`src/rtl/fnv_hash_sequencer.sv`:
```
// Command sequencer around an external FNV-1a 32-bit hasher: parses clear/hash/read
// commands from a byte stream and returns the snapshotted hash MSB-first.
module fnv_hash_sequencer #(
  parameter logic [7:0] CmdClear = 8'h01,
  parameter logic [7:0] CmdHash  = 8'h02,
  parameter logic [7:0] CmdRead  = 8'h03
) (
  input  logic        clk,
  input  logic        reset,
  input  logic [7:0]  rx_byte,
  input  logic        rx_valid,
  output logic        rx_ready,
  output logic [7:0]  tx_byte,
  output logic        tx_valid,
  input  logic        tx_ready,
  output logic        hash_clear,
  output logic        hash_enable,
  output logic [7:0]  hash_byte,
  input  logic [31:0] hash_in,
  output logic        busy,
  output logic        err
);

  typedef enum logic [2:0] {
    IDLE,
    LEN,
    DATA,
    SNAP,
    SEND
  } state_t;

  state_t      state;
  logic [7:0]  remaining;
  logic [31:0] shift;
  logic [1:0]  index;
  logic        rx_fire;
  logic        tx_fire;

  // Reset gates rx_ready so nothing is accepted while the block is held.
  assign rx_ready = !reset && (state == IDLE || state == LEN || state == DATA);
  assign busy     = (state != IDLE);
  assign tx_byte  = shift[31:24];
  assign rx_fire  = rx_valid && rx_ready;
  assign tx_fire  = tx_valid && tx_ready;

  always_ff @(posedge clk or posedge reset) begin
    if (reset) begin
      state       <= IDLE;
      remaining   <= 8'd0;
      shift       <= 32'd0;
      index       <= 2'd0;
      tx_valid    <= 1'b0;
      hash_clear  <= 1'b0;
      hash_enable <= 1'b0;
      hash_byte   <= 8'd0;
      err         <= 1'b0;
    end else begin
      hash_clear  <= 1'b0;
      hash_enable <= 1'b0;
      hash_byte   <= 8'd0;
      case (state)
        IDLE: begin
          if (rx_fire) begin
            case (rx_byte)
              CmdClear: hash_clear <= 1'b1;
              CmdHash:  state <= LEN;
              CmdRead:  state <= SNAP;
              default:  err <= 1'b1;
            endcase
          end
        end
        LEN: begin
          if (rx_fire) begin
            remaining <= rx_byte;
            state     <= (rx_byte == 8'd0) ? IDLE : DATA;
          end
        end
        DATA: begin
          // Every byte here is payload, even if it looks like a command.
          if (rx_fire) begin
            hash_byte   <= rx_byte;
            hash_enable <= 1'b1;
            remaining   <= remaining - 8'd1;
            if (remaining == 8'd1) state <= IDLE;
          end
        end
        SNAP: begin
          shift    <= hash_in;
          index    <= 2'd0;
          tx_valid <= 1'b1;
          state    <= SEND;
        end
        SEND: begin
          if (tx_fire) begin
            shift <= {shift[23:0], 8'h00};
            index <= index + 2'd1;
            if (index == 2'd3) begin
              tx_valid <= 1'b0;
              state    <= IDLE;
            end
          end
        end
        default: state <= IDLE;
      endcase
    end
  end

endmodule
```
`config.mk`:
```
export PLATFORM = sky130hd
export DESIGN_NAME = fnv_hash_sequencer
export DESIGN_NICKNAME = d
export VERILOG_FILES = /design/src/rtl/fnv_hash_sequencer.sv
export SDC_FILE = /design/constraint.sdc
export NUM_CORES = 1
export LEC_CHECK = 0
export ABC_AREA = 1
export CORE_ASPECT_RATIO = 0.7
export CORE_UTILIZATION = 35
export DETAILED_ROUTE_END_ITERATION = 6
export SYNTH_ARGS = -nofsm -noshare
export SYNTH_HDL_FRONTEND = slang
export SYNTH_SLANG_ARGS = --single-unit
```
`constraint.sdc`:
```
create_clock -name clk -period 3.1 [get_ports clk]
set_clock_uncertainty 0.15 [all_clocks]
set_input_delay 0.62 -clock clk [delete_from_list [all_inputs] [get_ports clk]]
set_output_delay 0.62 -clock clk [all_outputs]
set_load 0.05 [all_outputs]
```
-- Yosys cells after proc, flatten, opt, wreduce, memory -nomap -nowiden
Cells that the tools add are included.
- $add $sub $neg: 2
- magnitude comparators: 0
- multiply operators: 0
- bitwise operators: 1
- divide/modulo/power cells: 0
- muxes and demuxes: 26
- shift operators: 0
- reduce and logical (&&, ||, !) cells: 17
- equality and inequality tests: 16
- operator list (operator ; count):
    $pmux W32 S2 ; 1
    $mux W32 ; 1
    $mux W8 ; 4
    $mux W3 ; 6
    $eq A8 B1 Y1 const B ; 2
    $eq A8 B2 Y1 const B ; 2
    $pmux W8 S2 ; 1
    $pmux W3 S5 ; 1
    $ne A2 B2 Y1 const B ; 5
    $reduce_and A3 Y1 ; 3
    $logic_not A8 Y1 ; 1
    $sub A8 B1 Y8 const B ; 1
    $mux W1 ; 7
    $reduce_and A7 Y1 ; 1
    $eq A3 B2 Y1 const B ; 2
    $pmux W3 S2 ; 1
    $mux W2 ; 2
    $pmux W2 S2 ; 1
    $reduce_bool A2 Y1 ; 2
    $eq A3 B1 Y1 const B ; 1
    $eq A3 B3 Y1 const B ; 1
    $logic_and A1 B1 Y1 ; 3
    $logic_not A3 Y1 ; 1
    $ne A3 B1 Y1 const B ; 1
    other kinds (10) ; 11
- memory bits (writable): 0
- latch bits: 0
- memories: 0
- input port bits: 44
- bits in registers: 57
- ROM bits: 0

-- Depth between registers and ports, before layout
- depth after elaboration: 7
- depth in mapped cells: 9
- depth with buffers taken out: 9

-- Least setup slack after synthesis
OpenSTA, ideal clock, no wires.
- path type: input to output
- start: in reset
- end: out rx_ready
- buffers on the path: 0
- cell stages on the path: 3
- required time: 2.330 ns
- setup slack: 0.019 ns
- arrival: 2.311 ns
- cell sequence: inv_1 -> nand2_1 -> inv_1
- word-level cells in the longest chain between the ends: 2
- RTL lines (item ; line ; RTL):
    start: declaration ; 9 ; input logic reset,
    $logic_not A1 Y1 (no line) ; - ;
    $logic_and A1 B1 Y1 ; 40 ; assign rx_ready = !reset && (state == IDLE || state == LEN || state == DATA);
    end: declaration ; 12 ; output logic rx_ready,
Every way passes these cells.

-- Final worst setup path
- start: reg state[1]
- end: out busy
- word-level cells in the longest chain between the ends: 1
- RTL lines (item ; line ; RTL):
    start: declaration ; 32 ; state_t state;
    start signal: assignment ; 75 ; state <= (rx_byte == 8'd0) ? IDLE : DATA;
    $reduce_bool A3 Y1 ; 41 ; assign busy = (state != IDLE);
    end: declaration ; 20 ; output logic busy,
Every way passes these cells.

==> out/qor.txt <==
Sw Ratio: 39.33%
Hold Buf Count CTS: 0
Starting Density: 36.36%
Max Cap Violations: 0
Syn_nets: 397
Status: complete, no violations
IO buf count: 65
Vias: 2404
Routed WL: 6502 µm
First-pass GRT wire length: 10990 µm
Syn Area/Cell: 8.247 µm²
Share of layout cells above drive strength 1: 9.002%
Chip width: 110.5 µm
Synth area leaders: dfrtp_1 (49%), nand2_1 (11%), inv_1 (5.6%)
#FFs+latches synth: 57
Root Driver: clkbuf_16
GRT overflow: 0
Reg power frac: 33.6%
CP endpoint kind: output port
Crit path max fanout: 6
CTS buffer count: 9
FILL cells: 781
Yosys top cell area share: 49.41%
Pwr Total: 3529 µW
Placed insts: 498
Num Clock Sinks: 57
Final period util: 82.01%
CP Launch Type: flip-flop
Final hold vios: 0
Switching component of the power: 1388 µW
Nets: 455
Kind of critical path: reg2out
Yosys warnings: 0
Area occupied by multi-input gates: 0.001120 mm²
Initial antenna violation count: 0
Post-CTS Resized: 0
Actual slew at the worst max-slew pin: 728.5 ps
Die area: 0.008620 mm²
Clock Power Share: 26.7%
Vias in the first global route: 2216
H-Tree Depth: 3
CTS tree: yes
Worst VDD drop: 441.6 µV
Largest net degree at the start of global routing: 57
RD Place Congestion: 0.8128
Setup TNS: 0 ps
DR vias/cell: 4.695
Int Pwr: 2141 µW
Hpwl dp: 4586 µm
P_leak: 0.001757 µW
Rel. slew slack: 51.43%
Post-route DRC: 0
Final hold slack: 331.7 ps
Die Y: 77.98 µm
Hold Path Class: reg2reg
Worst-path clk slew: 50 ps
FF/Latch Area: 0.001426 mm²
Antenna viol nets, final: 0
Core footprint: 0.007939 mm²
DR iter-0 viols: 101
Wire per inst: 12.70 µm
Endpoints failing setup: 0
Clock insertion delay at the later pin of the skew report: 320 ps
Final std cells w/o fill: 512
Critical path required time: 2330 ps
Postcts setup bufs: 0
Antenna diode count: 0
Tmin final: 2542 ps
CTS max path bufs: 2
Library cells used by synthesis: 28
Drt pass-1 iters: 5
Slew Limit Fails: 0
Crit path DAT: 1770 ps
I/O pins: 66
Syn Std Cell Area: 0.002887 mm²
Final core occ: 48.05%
Fmax: 393.3 MHz
P per Cell Area: 925.0 mW/mm²
Synth area leader: dfrtp_1
RSZ-0062 raised after global routing: false
Combinational power share: 39.7%
Tot GR Track Use: 16.13%
Mapped Cells: 350
Layout overhead on the synthesized area: 32.16%
Part of the Yosys area used for sequential elements: 49.41%
# rows: 27
==> flip-flops by register name, summed over array words and instances, names as in the netlist <==
name,cells
remaining,8
index,2
tx_valid,1
hash_clear,1
state,3
hash_enable,1
shift,32
hash_byte,8
err,1
==> Yosys cell counts (all sizes together) <==
| cell | n |
|---|---|
| a21oi | 5 |
| a31oi | 8 |
| buf | 21 |
| clkinv | 1 |
| dfrtp | 57 |
| ha | 3 |
| inv | 45 |
| nand2 | 90 |
| nand3 | 23 |
| nand3b | 1 |
| nand4 | 3 |
| nor2 | 33 |
| nor3 | 2 |
| o211ai | 10 |
| o21ai | 46 |
| o21bai | 1 |
| xor2 | 1 |
==> critical path, cell delays in order (launching register included) <==
cell and delay (ps):
dfrtp_1 430, nor2_2 190, nand2_1 110, clkdlybuf4s50_1 710
==> placed cells by master, fill, tap and decap left out, drive strengths merged <==
cell type / synthesis / final
a21oi: 5 / 5
a31oi: 8 / 8
buf: 21 / 4
bufinv: 0 / 1
clkbuf: 0 / 10
clkdlybuf4s50: 0 / 64
clkinv: 1 / 4
dfrtp: 57 / 57
ha: 3 / 3
inv: 45 / 45
nand2: 90 / 90
nand3: 23 / 23
nand3b: 1 / 1
nand4: 3 / 3
nor2: 33 / 33
nor3: 2 / 2
o211ai: 10 / 10
o21ai: 46 / 46
o21bai: 1 / 1
xor2: 1 / 1
==> through the flow <==
| stage | worst slack (ps) | cell area, µm² |
|---|---|---|
| 2_1_floorplan | 19.46 | 2887 |
| 3_3_place_gp | 738.5 | 3531 |
| 3_5_place_dp | 701.8 | 3531 |
| 4_1_cts | 547.4 | 3815 |
| 5_1_grt | 490.2 | 3815 |
| 6_report | 557.6 | 3815 |
==> cell families after synthesis <==
group,after synthesis,synth area share (%)
AND/OR/NAND/NOR,152,22.97
flip-flops,57,49.41
AO/OA/AOI/OAI,70,14.22
buffers and inverters,67,11.79
XOR/XNOR,1,0.3035
adder cells (fa/ha/maj),3,1.301
==> per-layer routing <==
layer  routed length (µm)  vias up  GRT usage (%)  part of all wire, %
met1                 3580     1109          24.12                   55
li1                     -     1232              -                    -
met3                  241        4          5.547                  3.7
met2                 2647       59          21.61                   41
met4                   32        0          4.400                 0.49
met5                    0        -              0                    0
==> final timing paths <==
path | start | endpoint | slack, ps | cells after the start
worst max-delay path | state[1]$_DFFE_PP0P_ | busy | 560 | 3
min in group asynchronous | reset | err$_DFFE_PP0P_ | 360 | 2
worst min-delay path | index[1]$_DFFE_PP0P_ | index[1]$_DFFE_PP0P_ | 330 | 2
max in group asynchronous | reset | shift[2]$_DFFE_PP0P_ | 1520 | 3
worst max register to register | state[1]$_DFFE_PP0P_ | shift[30]$_DFFE_PP0P_ | 720 | 8
worst min register to register | index[1]$_DFFE_PP0P_ | index[1]$_DFFE_PP0P_ | 330 | 2
==> power groups by stage <==
stage	clock network (µW)	logic (µW)	registers, µW
after CTS	968	1420	1190
after floorplan	0	1100	1190
after global routing	1000	1560	1220
after detailed placement	0	1410	1190
after global placement	0	1380	1190
final	941	1400	1190
==> cell type report <==
class / count / area share, %
multi-input combinational: 226 / 29.35
timing repair buffer: 68 / 17.91
sequential: 57 / 37.39
clock inverter: 4 / 1.181
clock buffer: 10 / 6.264
tap: 101 / 3.313
inverter: 46 / 4.592
(Power assumes the default switching activity.)
